==> config.mk <==
export PLATFORM = sky130hd
export DESIGN_NAME = dds_sweep_ctrl
export DESIGN_NICKNAME = d
export VERILOG_FILES = /design/src/rtl/dds_ctrl_pkg.sv /design/src/rtl/dds_dwell_timer.sv /design/src/rtl/dds_sweep_ctrl.sv
export SDC_FILE = /design/constraint.sdc
export NUM_CORES = 1
export LEC_CHECK = 0
export ABC_AREA = 1
export ABC_CLOCK_PERIOD_IN_PS = 2200
export CAP_MARGIN = 20
export CORE_ASPECT_RATIO = 0.75
export CORE_MARGIN = 2
export CORE_UTILIZATION = 45
export CTS_CLUSTER_DIAMETER = 50
export DETAILED_ROUTE_END_ITERATION = 8
export PLACE_DENSITY = 0.69
export SYNTH_ARGS = -nofsm -noshare
export SYNTH_HDL_FRONTEND = slang
export SYNTH_SLANG_ARGS = --single-unit
==> constraint.sdc <==
create_clock -name clk -period 2.2 [get_ports clk]
set_input_delay 0.44 -clock clk [delete_from_list [all_inputs] [get_ports clk]]
set_output_delay 0.44 -clock clk [all_outputs]
set_load 0.005 [all_outputs]
==> src/rtl/dds_ctrl_pkg.sv <==
// Shared definitions for the DDS sweep controller and DDS_phaser register decode.
// Register map, FSM state encoding and the dwell clamp helper.
package dds_ctrl_pkg;

    localparam int DDS_FREQ_ADDR  = 'h20;
    localparam int DDS_PHASE_ADDR = 'h30;

    typedef enum logic [2:0] {
        S_IDLE,
        S_WR_PHASE,
        S_GAP,
        S_WR_FREQ,
        S_DWELL,
        S_DONE
    } state_t;

    // A dwell of zero cycles would break the write/gap rule, so it means one.
    function automatic int unsigned dwell_clamp(input int unsigned d);
        return (d == 0) ? 1 : d;
    endfunction

endpackage

==> src/rtl/dds_dwell_timer.sv <==
// Loadable down-counter with zero flag; holds at zero until reloaded.
// Shared by sweep, hop and chirp style controllers.
module dds_dwell_timer #(
    parameter int W = 16
) (
    input  logic         clk,
    input  logic         rstn,
    input  logic         load,
    input  logic [W-1:0] load_val,
    input  logic         en,
    output logic [W-1:0] value,
    output logic         zero
);

    always_ff @(posedge clk or negedge rstn) begin
        if (!rstn) begin
            value <= '0;
        end else if (load) begin
            value <= load_val;
        end else if (en && value != '0) begin
            value <= value - W'(1);
        end
    end

    assign zero = (value == '0);

endmodule

==> src/rtl/dds_sweep_ctrl.sv <==
// Frequency-sweep sequencer: one phase write, then N+1 frequency writes
// each followed by a programmable dwell, driving the DDS register bus.
module dds_sweep_ctrl
    import dds_ctrl_pkg::*;
#(
    parameter int AW         = 16,
    parameter int DW         = 16,
    parameter int FREQ_ADDR  = DDS_FREQ_ADDR,
    parameter int PHASE_ADDR = DDS_PHASE_ADDR,
    parameter int NSTEP_W    = 12,
    parameter int DWELL_W    = 16
) (
    input  logic               clk,
    input  logic               rstn,
    input  logic               start,
    input  logic               abort,
    input  logic [DW-1:0]      cfg_fstart,
    input  logic [DW-1:0]      cfg_fstep,
    input  logic [NSTEP_W-1:0] cfg_nsteps,
    input  logic [DWELL_W-1:0] cfg_dwell,
    input  logic [DW-1:0]      cfg_phase,
    output logic               busy,
    output logic               done,
    output logic [NSTEP_W-1:0] step_idx,
    output logic               wr,
    output logic [AW-1:0]      waddr,
    output logic [DW-1:0]      wdata
);

    state_t state, state_nx;

    logic [DW-1:0]      fstep_q;
    logic [NSTEP_W-1:0] nsteps_q;
    logic [DWELL_W-1:0] dwell_q;
    logic [DW-1:0]      freq, freq_nx;
    logic               latch;

    logic               busy_nx, done_nx, wr_nx;
    logic [AW-1:0]      waddr_nx;
    logic [DW-1:0]      wdata_nx;
    logic [NSTEP_W-1:0] step_nx;

    logic               t_load, t_en, t_zero;
    logic [DWELL_W-1:0] t_value;

    dds_dwell_timer #(
        .W(DWELL_W)
    ) u_dwell (
        .clk      (clk),
        .rstn     (rstn),
        .load     (t_load),
        .load_val (dwell_q),
        .en       (t_en),
        .value    (t_value),
        .zero     (t_zero)
    );

    always_ff @(posedge clk or negedge rstn) begin
        if (!rstn) begin
            state <= S_IDLE;
        end else begin
            state <= state_nx;
        end
    end

    always_comb begin
        state_nx = state;
        busy_nx  = busy;
        done_nx  = 1'b0;
        wr_nx    = 1'b0;
        waddr_nx = '0;
        wdata_nx = '0;
        step_nx  = step_idx;
        freq_nx  = freq;
        latch    = 1'b0;
        t_load   = 1'b0;
        t_en     = 1'b0;
        if (abort && state != S_IDLE) begin
            state_nx = S_IDLE;
            busy_nx  = 1'b0;
        end else begin
            unique case (state)
                S_IDLE: begin
                    if (start && !abort) begin
                        state_nx = S_WR_PHASE;
                        busy_nx  = 1'b1;
                        wr_nx    = 1'b1;
                        waddr_nx = AW'(PHASE_ADDR);
                        wdata_nx = cfg_phase;
                        freq_nx  = cfg_fstart;
                        latch    = 1'b1;
                    end
                end
                S_WR_PHASE: state_nx = S_GAP;
                S_GAP: begin
                    state_nx = S_WR_FREQ;
                    wr_nx    = 1'b1;
                    waddr_nx = AW'(FREQ_ADDR);
                    wdata_nx = freq;
                    step_nx  = '0;
                end
                S_WR_FREQ: begin
                    state_nx = S_DWELL;
                    t_load   = 1'b1;
                end
                S_DWELL: begin
                    t_en = 1'b1;
                    if (t_zero) begin
                        if (step_idx == nsteps_q) begin
                            state_nx = S_DONE;
                            busy_nx  = 1'b0;
                            done_nx  = 1'b1;
                        end else begin
                            state_nx = S_WR_FREQ;
                            wr_nx    = 1'b1;
                            waddr_nx = AW'(FREQ_ADDR);
                            wdata_nx = freq + fstep_q;
                            freq_nx  = freq + fstep_q;
                            step_nx  = step_idx + NSTEP_W'(1);
                        end
                    end
                end
                S_DONE:  state_nx = S_IDLE;
                default: state_nx = S_IDLE;
            endcase
        end
    end

    always_ff @(posedge clk or negedge rstn) begin
        if (!rstn) begin
            fstep_q  <= '0;
            nsteps_q <= '0;
            dwell_q  <= '0;
        end else if (latch) begin
            fstep_q  <= cfg_fstep;
            nsteps_q <= cfg_nsteps;
            // Stored as D-1: the timer reload value for each dwell.
            dwell_q  <= DWELL_W'(dwell_clamp(32'(cfg_dwell)) - 1);
        end
    end

    always_ff @(posedge clk or negedge rstn) begin
        if (!rstn) begin
            busy     <= 1'b0;
            done     <= 1'b0;
            wr       <= 1'b0;
            waddr    <= '0;
            wdata    <= '0;
            step_idx <= '0;
            freq     <= '0;
        end else begin
            busy     <= busy_nx;
            done     <= done_nx;
            wr       <= wr_nx;
            waddr    <= waddr_nx;
            wdata    <= wdata_nx;
            step_idx <= step_nx;
            freq     <= freq_nx;
        end
    end

endmodule

# After elaboration in Yosys (flattened, before gate mapping)
# Index checks and enable logic that the tools add are counted.
dict set report op_classes {
  add_sub_neg 4
  eq_ne 11
  muxes 45
  bitwise 1
  reduce_logical 17
}
# op n
set op_table {}
lappend op_table {{$mux W16} 10}
lappend op_table {{$pmux W16 S3} 1}
lappend op_table {{$logic_not A16 Y1} 2}
lappend op_table {{$pmux W16 S2} 1}
lappend op_table {{$sub A16 B1 Y16 const B} 2}
lappend op_table {{$mux W12} 2}
lappend op_table {{$mux W6} 4}
lappend op_table {{$pmux W12 S2} 1}
lappend op_table {{$mux W1} 18}
lappend op_table {{$pmux W6 S3} 1}
lappend op_table {{$add A16 B16 Y16} 1}
lappend op_table {{$reduce_bool A16 Y1} 1}
lappend op_table {{$pmux W3 S5} 1}
lappend op_table {{$add A12 B1 Y12 const B} 1}
lappend op_table {{$eq A12 B12 Y1} 1}
lappend op_table {{$mux W3} 4}
lappend op_table {{$ne A3 B3 Y1 const B} 3}
lappend op_table {{$reduce_and A4 Y1} 2}
lappend op_table {{$eq A3 B2 Y1 const B} 2}
lappend op_table {{$ne A2 B2 Y1 const B} 3}
lappend op_table {{$reduce_bool A2 Y1} 3}
lappend op_table {{$reduce_bool A3 Y1} 2}
lappend op_table {{$reduce_and A5 Y1} 1}
lappend op_table {{$eq A3 B1 Y1 const B} 1}
lappend op_table {{8 further kinds} 10}
dict set report totals {
  register_bits 126
  inputBits 80
}

# Longest topological paths before layout
# Gate-level depths: netlist (run 1).
dict set report depth {
  word_depth 6
  mapped_depth 14
  depth_no_buf 14
}

# Hierarchy
# Synthesis (run 1) repeated with hierarchy kept, for this count alone.
dict set report hier_totals {
  cells_unflattened 1014
  hier_area_um2 7108.1
}
# module n_inst cells_per_inst area_per_inst_um2
set by_module_without_submodules {}
lappend by_module_without_submodules {dds_sweep_ctrl 1 831 5853.1}
lappend by_module_without_submodules {dds_dwell_timer 1 183 1255.0}

# Least setup slack after synthesis (run 1)
# Ideal clock, no wire load.
dict set report synth_path {
  kind {in2reg}
  from {in cfg_dwell[9]}
  to {reg dwell_q[10]}
  arrival_time_ns 1.800
  required_ns 2.066
  setup_slack_ns 0.266
  path_stages 12
  path_buffers 0
  cell_sequence {nor2_1 nand2_1 nor3_1 nand2_1 nand2_1 inv_1 ha_1 nand3_1 nor2_1 nand2_1 xor2_1 o21ai_0}
}
dict set report synth_via {
  elab_chain_cells 3
}
# item line_no
set synth_lines {}
lappend synth_lines {{from (decl)} dds_sweep_ctrl.sv:20} ;# input logic [DWELL_W-1:0] cfg_dwell,
lappend synth_lines {{$logic_not A16 Y1} dds_ctrl_pkg.sv:19} ;# return (d == 0) ? 1 : d;
lappend synth_lines {{$mux W16 *} dds_ctrl_pkg.sv:19}
lappend synth_lines {{$sub A16 B1 Y16 *} dds_sweep_ctrl.sv:138} ;# dwell_q <= DWELL_W'(dwell_clamp(32'(cfg_dwell)) - 1);
lappend synth_lines {{to (signal assigned)} dds_sweep_ctrl.sv:138}
lappend synth_lines {{to (decl)} dds_sweep_ctrl.sv:34} ;# logic [DWELL_W-1:0] dwell_q;
# Every way passes the cells marked *; elsewhere a longest branch is shown, timed or not.
# A chain may end at the register's enable or synchronous reset.

# Worst setup path in the final report (run 1)
dict set report layout_path {
  from {reg fstep_q[0]}
  to {reg wdata[12]}
}
dict set report layout_via {
  elab_chain_cells 5
}
# item line_no
set layout_lines {}
lappend layout_lines {{from (decl)} dds_sweep_ctrl.sv:32} ;# logic [DW-1:0] fstep_q;
lappend layout_lines {{from (signal assigned)} dds_sweep_ctrl.sv:135} ;# fstep_q <= cfg_fstep;
lappend layout_lines {{$add A16 B16 Y16} dds_sweep_ctrl.sv:117} ;# wdata_nx = freq + fstep_q;
lappend layout_lines {{$mux W16} dds_sweep_ctrl.sv:109} ;# if (step_idx == nsteps_q) begin
lappend layout_lines {{$mux W16} dds_sweep_ctrl.sv:108} ;# if (t_zero) begin
lappend layout_lines {{$pmux W16 S3} dds_sweep_ctrl.sv:82} ;# unique case (state)
lappend layout_lines {{$mux W16} dds_sweep_ctrl.sv:78} ;# if (abort && state != S_IDLE) begin
lappend layout_lines {{net wdata_nx[12]} dds_sweep_ctrl.sv:40} ;# logic [DW-1:0] wdata_nx;
lappend layout_lines {{to (signal assigned)} dds_sweep_ctrl.sv:156} ;# wdata <= wdata_nx;
lappend layout_lines {{to (decl)} dds_sweep_ctrl.sv:27} ;# output logic [DW-1:0] wdata
# The timed path passes the listed nets, and every way through them passes these cells.

==> metrics.cfg, run 1 <==
[placed_design]
place.port_buffers=112
post-place-ws_ps=-284
place.gp.congestion=0.920
dp_hpwl_mm=14.0

[sta]
period_needed_ps=2080
period_share=0.946
whs_ps=64.4
setup_viol=0
max_freq_ghz=0.480
relSlewSlack=0.558
fin_skew_ps=9.17
setup_ws_ps=118
worstMarginPinSlew_ps=656
slew_viol_final=0
hold_violations=0
rsz0062_at_grt=yes
setup_tns_ps=0

[cts]
ctsHtreeMaxLevel=3
cts.root.buffer_cell=clkbuf_16
cts_tree=done
numCtsBuffers=9
clkSlewWorstSetupHoldPaths_ps=70
ctsLongestPathBuffers=2
clock_sinks=111
insertion_delay_ps=350

[run_status]
outcome=finished, final reports clean

[setup_path]
max_stage_delay_ps=440
worstSetupPathType=flop to flop
regToRegSetupSlack_ps=120
cp.arrival_ps=2360
crit_path_start_kind=flop
crit_path_end_kind=flop
reg2reg_depth=11
r2r-end=wdata[12]
r2r_start=fstep_q[0]
slowest_stage=fa_1
worstPathRequired_ps=2480
path_common_cell=nor2_1
crit_chain=ha_1 > fa_1 > nand3_1 > nand3_2 > nand3_2 > nand3_1 > nand2_1 > nand2_1 > nor2_1 > nor2_1 > nor2_1
cp_max_fo=4

[power_and_ir_drop]
totalPowerFinal_mw=9.78
power_density_nw_per_um2=1100
p_leak_nw=4.44
ir_drop_mv=0.636

[synth]
synthAdderAreaFrac=0.0356
synth_top_family_by_area=simple AND/OR/NAND/NOR gates
synth.avg_cell_area_sq_um=7.00
yosys_warnings=0
muxShareOfSynthArea=0
synth-xor-area-share=0.0458
synth-compound-area-share=0.0696
yosysSeqAreaShare=0.403
ys_types=40
syn_area_sq_um=6890
synth_simple_gate_area_frac=0.363
synth_seq_cells=111
synth_cells=983

[drt]
viasPerCell=4.89
drcViolationCount=0
antenna_left=0
drtIter0Drc=546
dr.pass1.iters=6
num_vias=6558
post_drt_wl_per_cell_microns=13.6
finalWirelength_mm=18.3

[finish]
multi_input_area_sq_um=3620
num-fill-cells=1415
n_antenna_cell=0
regArea_sq_um=2780
nets=1233
fin_util=0.588
drive_above_1_share=0.0809
area_growth_pct=28.7

[floorplanning]
ios=127
coreArea_sq_um=15100
placementRows=39
start_util=0.457
die_area_sq_um=16300
fp.dieW_microns=147
die_h_microns=111

[grt]
antenna_found_initial=0
grt_overflow=0
grt_pass1_wl_mm=30.6
track_usage=0.232
grt_pass1_vias=6120
grt_max_degree=40

[flow_run]
maxCapViolCount=0

[worst_hold_path]
min_path_type=input pin to asynchronous set/reset pin

## area by class of cell
class,count,area share
Sequential cell,111,0.313
Clock buffer,11,0.0274
Inverter,87,0.0371
Tap cell,205,0.0289
Timing Repair Buffer,168,0.179
Clock inverter,3,0.00508
Multi-Input combinational cell,757,0.409
## Yosys cell counts, drive strengths merged
cell	n	area, sq um
dfrtp	111	2780
nor2	94	378
a31oi	2	12.5
xor2	17	149
a31o	2	17.5
xnor2	19	166
nor4b	1	8.76
a22o	4	35.0
o21ai	25	125
o211ai	5	37.5
nand3b	5	37.5
conb	1	3.75
o21a	1	7.51
or2	1	6.26
nor3b	2	15.0
nand4	8	50.1
a21boi	1	7.51
buf	31	198
nand3	65	338
nor3	13	70.1
inv	87	327
nor4	1	6.26
and2	3	18.8
clkbuf	10	37.5
o22ai	1	6.26
o221ai	2	17.5
a22oi	13	97.6
fa	1	20.0
a21oi	23	115
ha	18	225
nand2	416	1570
## flip-flops by register name, summed over array words and instances, names as in the netlist, 2 cells and up
name	flops
dwell_q	16
freq	16
fstep_q	16
nsteps_q	12
state	3
step_idx	12
u_dwell.value	16
waddr	2
wdata	16
## report_power, final
group          leakage (nW)  switching (mW)  internal, mW  total [mW]
Sequential             1.43           0.606          2.81        3.41
Combinational          2.88            2.84          1.89        4.73
Clock                 0.134           0.732         0.903        1.63
## metrics by stage
step / instances / instance area, sq um
global route: 1342 / 8860
CTS: 1341 / 8820
finish: 1342 / 8860
global placement: 1327 / 8530
detailed placement: 1327 / 8530
floorplan: 996 / 6930
## metal layers
| metal | vias to the layer above | GRT usage | part of all wire | wire (microns) |
|---|---|---|---|---|
| li1 | 3376 | - | - | - |
| met1 | 2967 | 0.360 | 0.51 | 9420 |
| met2 | 201 | 0.342 | 0.42 | 7660 |
| met3 | 14 | 0.0387 | 0.060 | 1090 |
| met4 | 0 | 0.0440 | 0.0077 | 141 |
| met5 | - | 0 | 0 | 0 |
## how the worst max path moves through the flow
stage | from | cells past startpoint | end
floorplan | cfg_dwell[9] | 12 | dwell_q[10]
global placement | cfg_dwell[9] | 13 | dwell_q[8]
detailed placement | cfg_dwell[9] | 13 | dwell_q[8]
CTS | cfg_dwell[9] | 13 | dwell_q[8]
global route | cfg_dwell[9] | 13 | dwell_q[8]
finish | fstep_q[0] | 11 | wdata[12]
## critical path, delay by kind of cell (launching register included)
family        cells  cell delay, ps
simple gates      9             930
fa+ha+maj         2             690
flops             1             400
## cells in the final DEF, fill, tap and decap left out, types with 5 or more instances in the layout
cell type	netlist	layout
buf_4	15	53
conb_1	1	14
inv_1	85	84
nand3b_1	5	5
xnor2_1	19	19
nand2_2	5	5
a21oi_1	23	23
clkbuf_16	0	9
nand3_1	64	61
o211ai_1	5	5
nand2_1	411	411
clkdlybuf4s50_1	0	111
ha_1	18	18
xor2_1	17	17
a22oi_1	13	13
o21ai_0	25	25
dfrtp_1	111	111
nand4_1	8	8
nor3_1	12	11
nor2_1	90	89
## cells by family (layout without fill, tap and decap cells)
group,count (synthesis),count (layout)
AO/OA/AOI/OAI,79,79
XOR/XNOR,36,36
adder cells (fa/ha/maj),19,19
buffers and inverters,128,269
flip-flops,111,111
other,1,14
AND/OR/NAND/NOR,609,609
## timing repair
| item | CTS | global route |
|---|---|---|
| endpoints found under the setup margin | 0 | 30 |
| hold buffers | 0 | 0 |
| resized for setup | 0 | 6 |
| endpoints found under the hold margin | 0 | 0 |
| buffers inserted | 0 | 1 |
Power figures use the tool's default switching activity.
==> inputs of run 2 (changes only) <==
--- a/config.mk
+++ b/config.mk
@@ -6,14 +6,14 @@
 export NUM_CORES = 1
 export LEC_CHECK = 0
 export ABC_AREA = 1
-export ABC_CLOCK_PERIOD_IN_PS = 2200
+export ABC_CLOCK_PERIOD_IN_PS = 1700
 export CAP_MARGIN = 20
 export CORE_ASPECT_RATIO = 0.75
 export CORE_MARGIN = 2
 export CORE_UTILIZATION = 45
 export CTS_CLUSTER_DIAMETER = 50
 export DETAILED_ROUTE_END_ITERATION = 8
-export PLACE_DENSITY = 0.69
+export PLACE_DENSITY = 0.72
 export SYNTH_ARGS = -nofsm -noshare
 export SYNTH_HDL_FRONTEND = slang
 export SYNTH_SLANG_ARGS = --single-unit
==> constraint.sdc (replaced) <==
create_clock -name clk -period 1.7 [get_ports clk]
set_input_delay 0.34 -clock clk [delete_from_list [all_inputs] [get_ports clk]]
set_output_delay 0.34 -clock clk [all_outputs]
set_load 0.005 [all_outputs]
==> run 2 against run 1 <==
The run now ends with setup timing left. Combinational power grew 110%. First-iteration DRC count grew 31%. Sequential share of layout area shrank 5.5 points. Power grew 69%. Hold slack gained 340 ps. Critical endpoint is now wdata[4].
==> metrics.cfg, run 2 (same netlist as run 1, synthesis figures left out) <==
[run_status]
outcome=complete, but fails checks
violations=setup timing

[drt]
num_vias=7587  ; +16%
antenna_left=0  ; unchanged
routed.top_layer=met4
drtIter0Drc=716  ; +31%
dr.pass1.iters=6  ; unchanged
viasPerCell=5.15  ; +5.4%
post_drt_wl_per_cell_microns=15.6  ; +14%
finalWirelength_mm=22.9  ; +25%
drcViolationCount=0  ; unchanged
wl_met1_mm=10.5  ; +11%
dr_wl_met2_mm=10.4  ; +36%
met3WireLength_mm=1.65  ; +51%

[setup_path]
startpoint=fstep_q[0]
r2r_start=fstep_q[0]
crit_path_end_kind=flop
path_common_cell=nand2_2
cp.arrival_ps=2180  ; -180 ps
cp_max_fo=3  ; -1
crit_chain=ha_2 > fa_2 > nand3_2 > nand3_4 > buf_6 > nand2_2 > nand2_2 > nor2_1 > nand2_1 > a21oi_1
max_stage_delay_ps=390  ; -50 ps
crit_path_start_kind=flop
reg2reg_depth=10  ; -1
slowest_stage=dfrtp_1
worstPathRequired_ps=2000  ; -480 ps
worstSetupPathType=flop to flop

[finish]
final_cell_mix=nand2_1 (335), buf_4 (153), dfrtp_1 (109)
num-fill-cells=1094  ; -23%
drive_above_1_share=0.307  ; +0.226
regArea_sq_um=2780  ; about the same
mostFrequentLayoutCell=nand2_1
final_cell_area_sq_um=10800  ; +21%
nets=1362  ; +10%
multi_input_area_sq_um=4400  ; +21%
instances_no_fill=1473  ; +9.8%
area_growth_pct=56.4
n_antenna_cell=0  ; unchanged

[floorplanning]
ios=127  ; unchanged
placementRows=39  ; unchanged
start_util=0.457  ; unchanged
die_h_microns=111  ; unchanged
die_area_sq_um=16300  ; unchanged
coreArea_sq_um=15100  ; unchanged
fp.dieW_microns=147  ; unchanged

[sta]
setup_viol=43  ; +43
setup_tns_ps=-2610  ; -2610 ps
hold_violations=0  ; unchanged
setup_ws_ps=-181  ; -299 ps
period_share=1.11  ; +0.160
slew_viol_final=0  ; unchanged
period_needed_ps=1880  ; -201 ps
rsz0062_at_grt=yes
max_freq_ghz=0.532  ; +11%
fin_skew_ps=11.0  ; +1.87 ps

[placed_design]
placed_cells=1414  ; +6.6%
placed_cell_area_sq_um=9270  ; +8.7%
dp_hpwl_mm=15.5  ; +11%
place.gp.congestion=0.969  ; +5.3%
post-place-ws_ps=-473  ; -189 ps
place.port_buffers=112  ; unchanged

[cts]
insertion_delay_ps=370  ; +20 ps
clkSlewWorstSetupHoldPaths_ps=80  ; about the same
cts.root.buffer_cell=clkbuf_16
cts_tree=done
clock_sinks=111  ; unchanged
numCtsBuffers=9  ; unchanged
ctsLongestPathBuffers=2  ; unchanged
ctsHtreeMaxLevel=3  ; unchanged

[flow_run]
maxCapViolCount=0  ; unchanged

[grt]
antenna_found_initial=0  ; unchanged
grt_overflow=0  ; unchanged
grt_pass1_vias=7289  ; +19%
track_usage=0.276  ; +0.0434
grt_max_degree=37  ; -7.5%
grt_pass1_wl_mm=35.9  ; +17%

[worst_hold_path]
min_path_type=input pin to asynchronous set/reset pin

[power_and_ir_drop]
ir_drop_mv=0.888  ; +40%
power_density_nw_per_um2=1540  ; +39%
p_leak_nw=5.37  ; +21%

-- run 2: timing repair --
| item | 4_1_cts | 5_1_grt |
|---|---|---|
| gates resized for setup | 119 | 138 |
| endpoints found under the setup margin | 71 | 104 |
| pin swaps | 40 | 56 |
| buffers inserted | 30 | 12 |
| cloned | 1 | 1 |
| endpoints found under the hold margin | 17 | 0 |
| hold buffers | 1 | 0 |
-- run 2: worst max-delay path: cells and delay by family (launching register included) --
family / cells / cell delay [ps]
adders and majority gates: 2 / 590
buffers and inverters: 1 / 150
AOI/OAI and AO/OA: 1 / 130
DFF: 1 / 390
and+or+nand+nor: 6 / 560
-- run 2: power by group --
group / internal (mW) / switching (mW)
Clock: 1.16 / 1.06
Combinational: 4.56 / 5.26
Sequential: 3.64 / 0.883
-- run 2: worst paths after layout --
kind	to	slack, ps
worst max-delay path	wdata[4]	-180
worst min-delay path	nsteps_q[8]	400
worst min register to register	dwell_q[6]	490
worst max register to register	wdata[4]	-180
max in group asynchronous	wdata[6]	760
min in group clk	dwell_q[15]	460
-- run 2: per-stage QoR --
step | hold WS [ps] | total power, mW | util
floorplan | 44.4 | 8.59 | -
global placement | 258 | 11.5 | 0.615
detailed placement | 259 | 11.7 | 0.615
CTS | 406 | 15.2 | 0.678
global route | 425 | 17.7 | 0.714
finish | 400 | 16.6 | 0.714
-- run 2: area by class of cell --
class | count | share of cell area
Inverter | 87 | 0.0318
Clock buffer | 9 | 0.0209
Clock inverter | 7 | 0.00721
Timing Repair inverter | 1 | 0.000697
Sequential cell | 111 | 0.258
Tap cell | 205 | 0.0238
Timing Repair Buffer | 296 | 0.249
Multi-Input combinational cell | 757 | 0.408
-- run 2: per-layer routing --
layer  vias to the layer above  track usage
li1                       3646            -
met1                      3594        0.405
met2                       310        0.431
met3                        37       0.0420
met4                         0       0.0621
met5                         -            0
